**src/rtl/alarm_clock_controller.sv**
```systemverilog
// Alarm clock time-of-day / alarm sequencer with a run / set-time / set-alarm mode FSM.
// Optional snooze support is built when ALARM_SNOOZE_EN is defined.
module alarm_clock_controller #(
    parameter int unsigned ALARM_TIMEOUT  = 10,
    parameter int unsigned SNOOZE_MINUTES = 5
) (
    input  logic       clock,
    input  logic       reset,
    input  logic       one_minute,
    input  logic       mode_btn,
    input  logic       hour_inc,
    input  logic       min_inc,
    input  logic       alarm_en,
    input  logic       alarm_off,
    input  logic       snooze,
    output logic [1:0] mode,
    output logic [4:0] time_hour,
    output logic [5:0] time_minute,
    output logic [4:0] alarm_hour,
    output logic [5:0] alarm_minute,
    output logic [4:0] disp_hour,
    output logic [5:0] disp_minute,
    output logic       sound_alarm
);

    localparam int unsigned HW = 5;
    localparam int unsigned MW = 6;
    localparam int unsigned TW = 6;

    localparam logic [1:0] MODE_RUN       = 2'd0;
    localparam logic [1:0] MODE_SET_TIME  = 2'd1;
    localparam logic [1:0] MODE_SET_ALARM = 2'd2;

    function automatic logic [HW-1:0] next_hour(input logic [HW-1:0] h);
        return (h == HW'(23)) ? '0 : h + HW'(1);
    endfunction

    function automatic logic [MW-1:0] next_min(input logic [MW-1:0] m);
        return (m == MW'(59)) ? '0 : m + MW'(1);
    endfunction

    logic [1:0]    mode_q,  mode_d;
    logic [HW-1:0] thour_q, thour_d;
    logic [MW-1:0] tmin_q,  tmin_d;
    logic [HW-1:0] ahour_q, ahour_d;
    logic [MW-1:0] amin_q,  amin_d;
    logic          sound_q, sound_d;
    logic [TW-1:0] tmo_q,   tmo_d;

    logic          edit_en;
    logic          tick_adv;
    logic [HW-1:0] adv_hour;
    logic [MW-1:0] adv_min;
    logic          trigger;
    logic          clear;
    logic          snz_trigger;
    logic          snz_hit;

`ifdef ALARM_SNOOZE_EN
    logic          pend_q,  pend_d;
    logic [HW-1:0] shour_q, shour_d;
    logic [MW-1:0] smin_q,  smin_d;
    logic [MW:0]   snz_sum;
`else
    logic          unused_snooze;
    assign unused_snooze = snooze;
`endif

    // Mode FSM plus time/alarm register editing and advancing.
    always_comb begin
        mode_d   = mode_q;
        thour_d  = thour_q;
        tmin_d   = tmin_q;
        ahour_d  = ahour_q;
        amin_d   = amin_q;
        edit_en  = !mode_btn;
        tick_adv = one_minute && (mode_q != MODE_SET_TIME);
        adv_min  = next_min(tmin_q);
        adv_hour = (tmin_q == MW'(59)) ? next_hour(thour_q) : thour_q;

        if (mode_btn) begin
            case (mode_q)
                MODE_RUN:      mode_d = MODE_SET_TIME;
                MODE_SET_TIME: mode_d = MODE_SET_ALARM;
                default:       mode_d = MODE_RUN;
            endcase
        end

        if (tick_adv) begin
            thour_d = adv_hour;
            tmin_d  = adv_min;
        end else if (mode_q == MODE_SET_TIME && edit_en) begin
            if (hour_inc) thour_d = next_hour(thour_q);
            if (min_inc)  tmin_d  = next_min(tmin_q);
        end

        if (mode_q == MODE_SET_ALARM && edit_en) begin
            if (hour_inc) ahour_d = next_hour(ahour_q);
            if (min_inc)  amin_d  = next_min(amin_q);
        end
    end

`ifdef ALARM_SNOOZE_EN
    // Snooze target is the current time plus the snooze delay, with 24h wrap.
    always_comb begin
        pend_d      = pend_q;
        shour_d     = shour_q;
        smin_d      = smin_q;
        snz_sum     = (MW+1)'(tmin_q) + (MW+1)'(SNOOZE_MINUTES);
        snz_hit     = snooze && sound_q;
        snz_trigger = pend_q && tick_adv && alarm_en && !sound_q &&
                      (adv_hour == shour_q) && (adv_min == smin_q);
        if (snz_hit) begin
            pend_d = 1'b1;
            if (snz_sum >= (MW+1)'(60)) begin
                smin_d  = MW'(snz_sum - (MW+1)'(60));
                shour_d = next_hour(thour_q);
            end else begin
                smin_d  = MW'(snz_sum);
                shour_d = thour_q;
            end
        end
        if (snz_trigger)            pend_d = 1'b0;
        if (alarm_off || !alarm_en) pend_d = 1'b0;
    end
`else
    assign snz_hit     = 1'b0;
    assign snz_trigger = 1'b0;
`endif

    // Alarm sounding and timeout; any clear source beats a same-cycle trigger.
    always_comb begin
        sound_d = sound_q;
        tmo_d   = tmo_q;
        trigger = tick_adv && alarm_en && !sound_q &&
                  (adv_hour == ahour_q) && (adv_min == amin_q);
        clear   = alarm_off || !alarm_en ||
                  (sound_q && one_minute && (tmo_q == TW'(ALARM_TIMEOUT - 1)));

        if (sound_q && one_minute) tmo_d = tmo_q + TW'(1);
        if (trigger || snz_trigger) begin
            sound_d = 1'b1;
            tmo_d   = '0;
        end
        if (clear || snz_hit) begin
            sound_d = 1'b0;
            tmo_d   = '0;
        end
    end

    always_ff @(posedge clock) begin
        if (!reset) begin
            mode_q  <= MODE_RUN;
            thour_q <= '0;
            tmin_q  <= '0;
            ahour_q <= '0;
            amin_q  <= '0;
            sound_q <= 1'b0;
            tmo_q   <= '0;
        end else begin
            mode_q  <= mode_d;
            thour_q <= thour_d;
            tmin_q  <= tmin_d;
            ahour_q <= ahour_d;
            amin_q  <= amin_d;
            sound_q <= sound_d;
            tmo_q   <= tmo_d;
        end
    end

`ifdef ALARM_SNOOZE_EN
    always_ff @(posedge clock) begin
        if (!reset) begin
            pend_q  <= 1'b0;
            shour_q <= '0;
            smin_q  <= '0;
        end else begin
            pend_q  <= pend_d;
            shour_q <= shour_d;
            smin_q  <= smin_d;
        end
    end
`endif

    assign mode         = mode_q;
    assign time_hour    = thour_q;
    assign time_minute  = tmin_q;
    assign alarm_hour   = ahour_q;
    assign alarm_minute = amin_q;
    assign sound_alarm  = sound_q;
    assign disp_hour    = (mode_q == MODE_SET_ALARM) ? ahour_q : thour_q;
    assign disp_minute  = (mode_q == MODE_SET_ALARM) ? amin_q  : tmin_q;

endmodule

```
**config.mk**
```make
export PLATFORM = sky130hd
export DESIGN_NAME = alarm_clock_controller
export DESIGN_NICKNAME = d
export VERILOG_FILES = /design/src/rtl/alarm_clock_controller.sv
export SDC_FILE = /design/constraint.sdc
export NUM_CORES = 1
export LEC_CHECK = 0
export CORE_AREA = 8 8 76 78
export DETAILED_ROUTE_END_ITERATION = 16
export DIE_AREA = 0 0 84 86
export PLACE_DENSITY = 0.85
export SLEW_MARGIN = 20
export SYNTH_ARGS = -nofsm -noshare
export SYNTH_HDL_FRONTEND = slang
export SYNTH_SLANG_ARGS = --single-unit
```
**constraint.sdc**
```tcl
create_clock -name clock -period 2.27 [get_ports clock]
set_input_delay 0.227 -clock clock [delete_from_list [all_inputs] [get_ports clock]]
set_output_delay 0.227 -clock clock [all_outputs]
set_load 0.02 [all_outputs]
```
==> flow_summary.yaml <==
synthesis:
  syn_area_um2: 2185
  synthMuxAreaShare: 0.08362
  ys_types: 58
  synth-adder-area-share: 0.03436
  synth_area_leaders: "dfxtp_1 (28%), nor2b_1 (6.0%), mux2_2 (5.2%), xnor2_1 (4.4%), xor2_1 (4.4%)"
  yosys.area_share.simple: 0.2927
  netlist_instances: 252
  synth_top_cell_by_area: "dfxtp_1"
  synth-async-reset-ratio: 0
  synth_edf_count: 0
  synth_ff_type: "dfxtp_1"
  syn-num-nets: 267
  synth_compound_area_frac: 0.1632
  synth-seq-cells: 31
  syn-mean-instance-area_um2: 8.669
  synth_xor_area_frac: 0.08820
  synth_top_family_by_area: "simple AND/OR/NAND/NOR gates"
  yosysTopAreaCellShare: 0.2841
  yosysSeqAreaShare: 0.2841
  yosysWarningCount: 0
routing:
  antenna_left: 0
  vias_per_cell: 5.844
  wl_per_cell_um: 15.95
  first_pass_iters: 4
  drtIter0Drc: 113
  wl_mm: 5.710
  drc_errors: 0
  vias: 2092
placement:
  portBuffers: 43
  place_inst: 350
  dp_slack_ns: 0.1585
  gp_congestion: 0.9237
  dpl.hpwl_mm: 4.250
global_route:
  grt_pass1_vias: 1983
  grt_max_degree: 20
  grt_pass1_wl_mm: 9.280
  grt_overflow_total: 0
  grt_usage: 0.1533
  antenna_found_initial: 0
clock_network:
  clk_latency_ns: 0.29
  cts.path.max_buffers: 2
  cts_buffers: 5
  clk_pin_slew_ns: 0.06
  h-tree-depth: 2
  cts_tree: "done"
  cts.sinks: 31
  root_buffer: "clkbuf_8"
min_path:
  hold_path.class: "reg2reg"
  whs_path_depth: 2
layout:
  drive_gt1_frac: 0.1645
  antenna_cells: 0
  layout_common_cells: "clkdlybuf4s50_1 (38), dfxtp_1 (29), nor2b_1 (21)"
  area.growth.synth_to_final_pct: 29.84
  nets: 319
  final_cell_count_no_fill: 358
  fillers: 382
  layout_commonest_cell: "clkdlybuf4s50_1"
floorplanning:
  boundaryPins: 45
  die_area_um2: 7224
  die_h_um: 86
  core_um2: 4598
  start_util: 0.4751
  num_rows: 25
  die_w_um: 84
setup_path:
  critPathMaxStageDelay_ns: 0.54
  slowest_stage: "clkdlybuf4s50_1"
  worstPathMaxFanout: 13
  cp_num_buf_inv: 2
  end_kind: "output pin"
  path_delay_family: "buffers and inverters"
  crit_arrival_ns: 1.92
  path_class: "reg2out"
  crit_chain: "nor2b_1 -> buf_4 -> mux2_2 -> clkdlybuf4s50_1"
  ff2ff_path_depth: 7
  required_ns: 2.04
  cp.depth: 4
  start_kind: "flip-flop"
timing:
  holdWs_ns: 0.5052
  fin_skew_ns: 0.007235
  setup_slack_ns: 0.1250
  fmax_mhz: 466.2
  hold_violations: 0
  fin_crit_ns: 2.145
  period_share: 0.9449
  setup_violations: 0
  worstMarginPinSlew_ns: 0.4284
  final_max_slew_viol_count: 0
  fin_setup_tns_ns: 0
  slew_headroom: 0.7129
pwr:
  p_per_area_nw_per_um2: 413.4
  leakage_nw: 1.130
  vdd_drop_max_mv: 0.2618
job:
  cap_violations: 0
run_status:
  status: "finished clean"
## per-layer routing
metal | share of wire | GRT usage
met1 | 0.44 | 0.1763
met2 | 0.48 | 0.2618
met3 | 0.071 | 0.04929
met4 | 0.012 | 0.05024
met5 | 0 | 0
## registers in the layout, summed over array words and instances, names as in the netlist
| register | flops |
|---|---|
| alarm_hour | 5 |
| alarm_minute | 6 |
| mode | 2 |
| sound_alarm | 1 |
| time_hour | 5 |
| time_minute | 6 |
| tmo_q | 6 |
## where the power goes
part / internal, mW / total [mW] / switching [mW]
sequential: 0.551 / 0.560 / 0.00900
clock: 0.237 / 0.446 / 0.209
combinational: 0.0818 / 0.166 / 0.0844
total: 0.871 / 1.17 / 0.302
## metrics by stage
step / utilization / area, um^2 / total power [mW]
floorplan: - / 2185 / 0.6664
global placement: 0.5913 / 2719 / 0.7308
detailed placement: 0.5913 / 2719 / 0.7348
CTS: 0.6103 / 2806 / 1.176
global route: 0.6169 / 2836 / 1.216
finish: 0.6169 / 2836 / 1.173
## final timing paths
path / slack (ns) / to / startpoint
min reg2reg: 0.51 / sound_alarm / sound_alarm
max: 0.13 / disp_hour[4] / mode[1]
min: 0.51 / sound_alarm / sound_alarm
max reg2reg: 0.14 / tmo_q[1] / time_hour[0]
## final cells by class
class,count,area (um^2),area share
tap,54,67.56,0.02382
clock inverter,1,5.005,0.001764
multi-input combinational,198,1454,0.5126
inverter,7,26.28,0.009263
clock buffer,6,82.58,0.02911
sequential,31,623.1,0.2197
timing repair buffer,61,578.1,0.2038
## synth_stat cells, types with 2 or more instances
| cell type | number |
|---|---|
| xnor2_1 | 11 |
| clkbuf_1 | 8 |
| mux2i_1 | 7 |
| nand2b_1 | 5 |
| nor2b_1 | 21 |
| o21ai_1 | 2 |
| a21oi_1 | 8 |
| nand3b_1 | 2 |
| nor2_1 | 14 |
| inv_1 | 7 |
| a311oi_1 | 2 |
| ha_1 | 6 |
| or3_1 | 2 |
| nand3_1 | 5 |
| and3_1 | 2 |
| a31oi_1 | 3 |
| a22oi_1 | 2 |
| nand4_1 | 8 |
| a21boi_0 | 3 |
| o21a_1 | 2 |
| o21ai_0 | 10 |
| o31ai_1 | 3 |
| and2_1 | 3 |
| nand3_2 | 2 |
| nand2_1 | 17 |
| nor3_1 | 9 |
| mux2_2 | 10 |
| buf_4 | 6 |
| nor3b_1 | 2 |
| a211oi_2 | 2 |
| xor2_1 | 11 |
| dfxtp_1 | 31 |
## kinds of logic after synthesis
logic type | count (synthesis)
muxes | 17
xor gates and xnor gates | 22
AOI/OAI and AO/OA | 48
and+or+nand+nor | 105
adders and majority gates | 6
DFF | 31
buffers and inverters | 23
## worst reg2reg max path: cells and delay by family, from the launching register on
kind / cells / cell delay [ns]
muxes: 1 / 0.11
DFF: 1 / 0.32
and+or+nand+nor: 1 / 0.34
xor gates and xnor gates: 1 / 0.16
AOI/OAI and AO/OA: 3 / 0.79
adders and majority gates: 1 / 0.32
## timing repair
action	4_1_cts	5_1_grt
endpoints found under the setup margin	0	16
hold endpoints to repair	0	0
buffers inserted	0	1
hold buffers	0	0
gates resized for setup	0	9
Note: power is estimated with default switching activity, not from simulation.
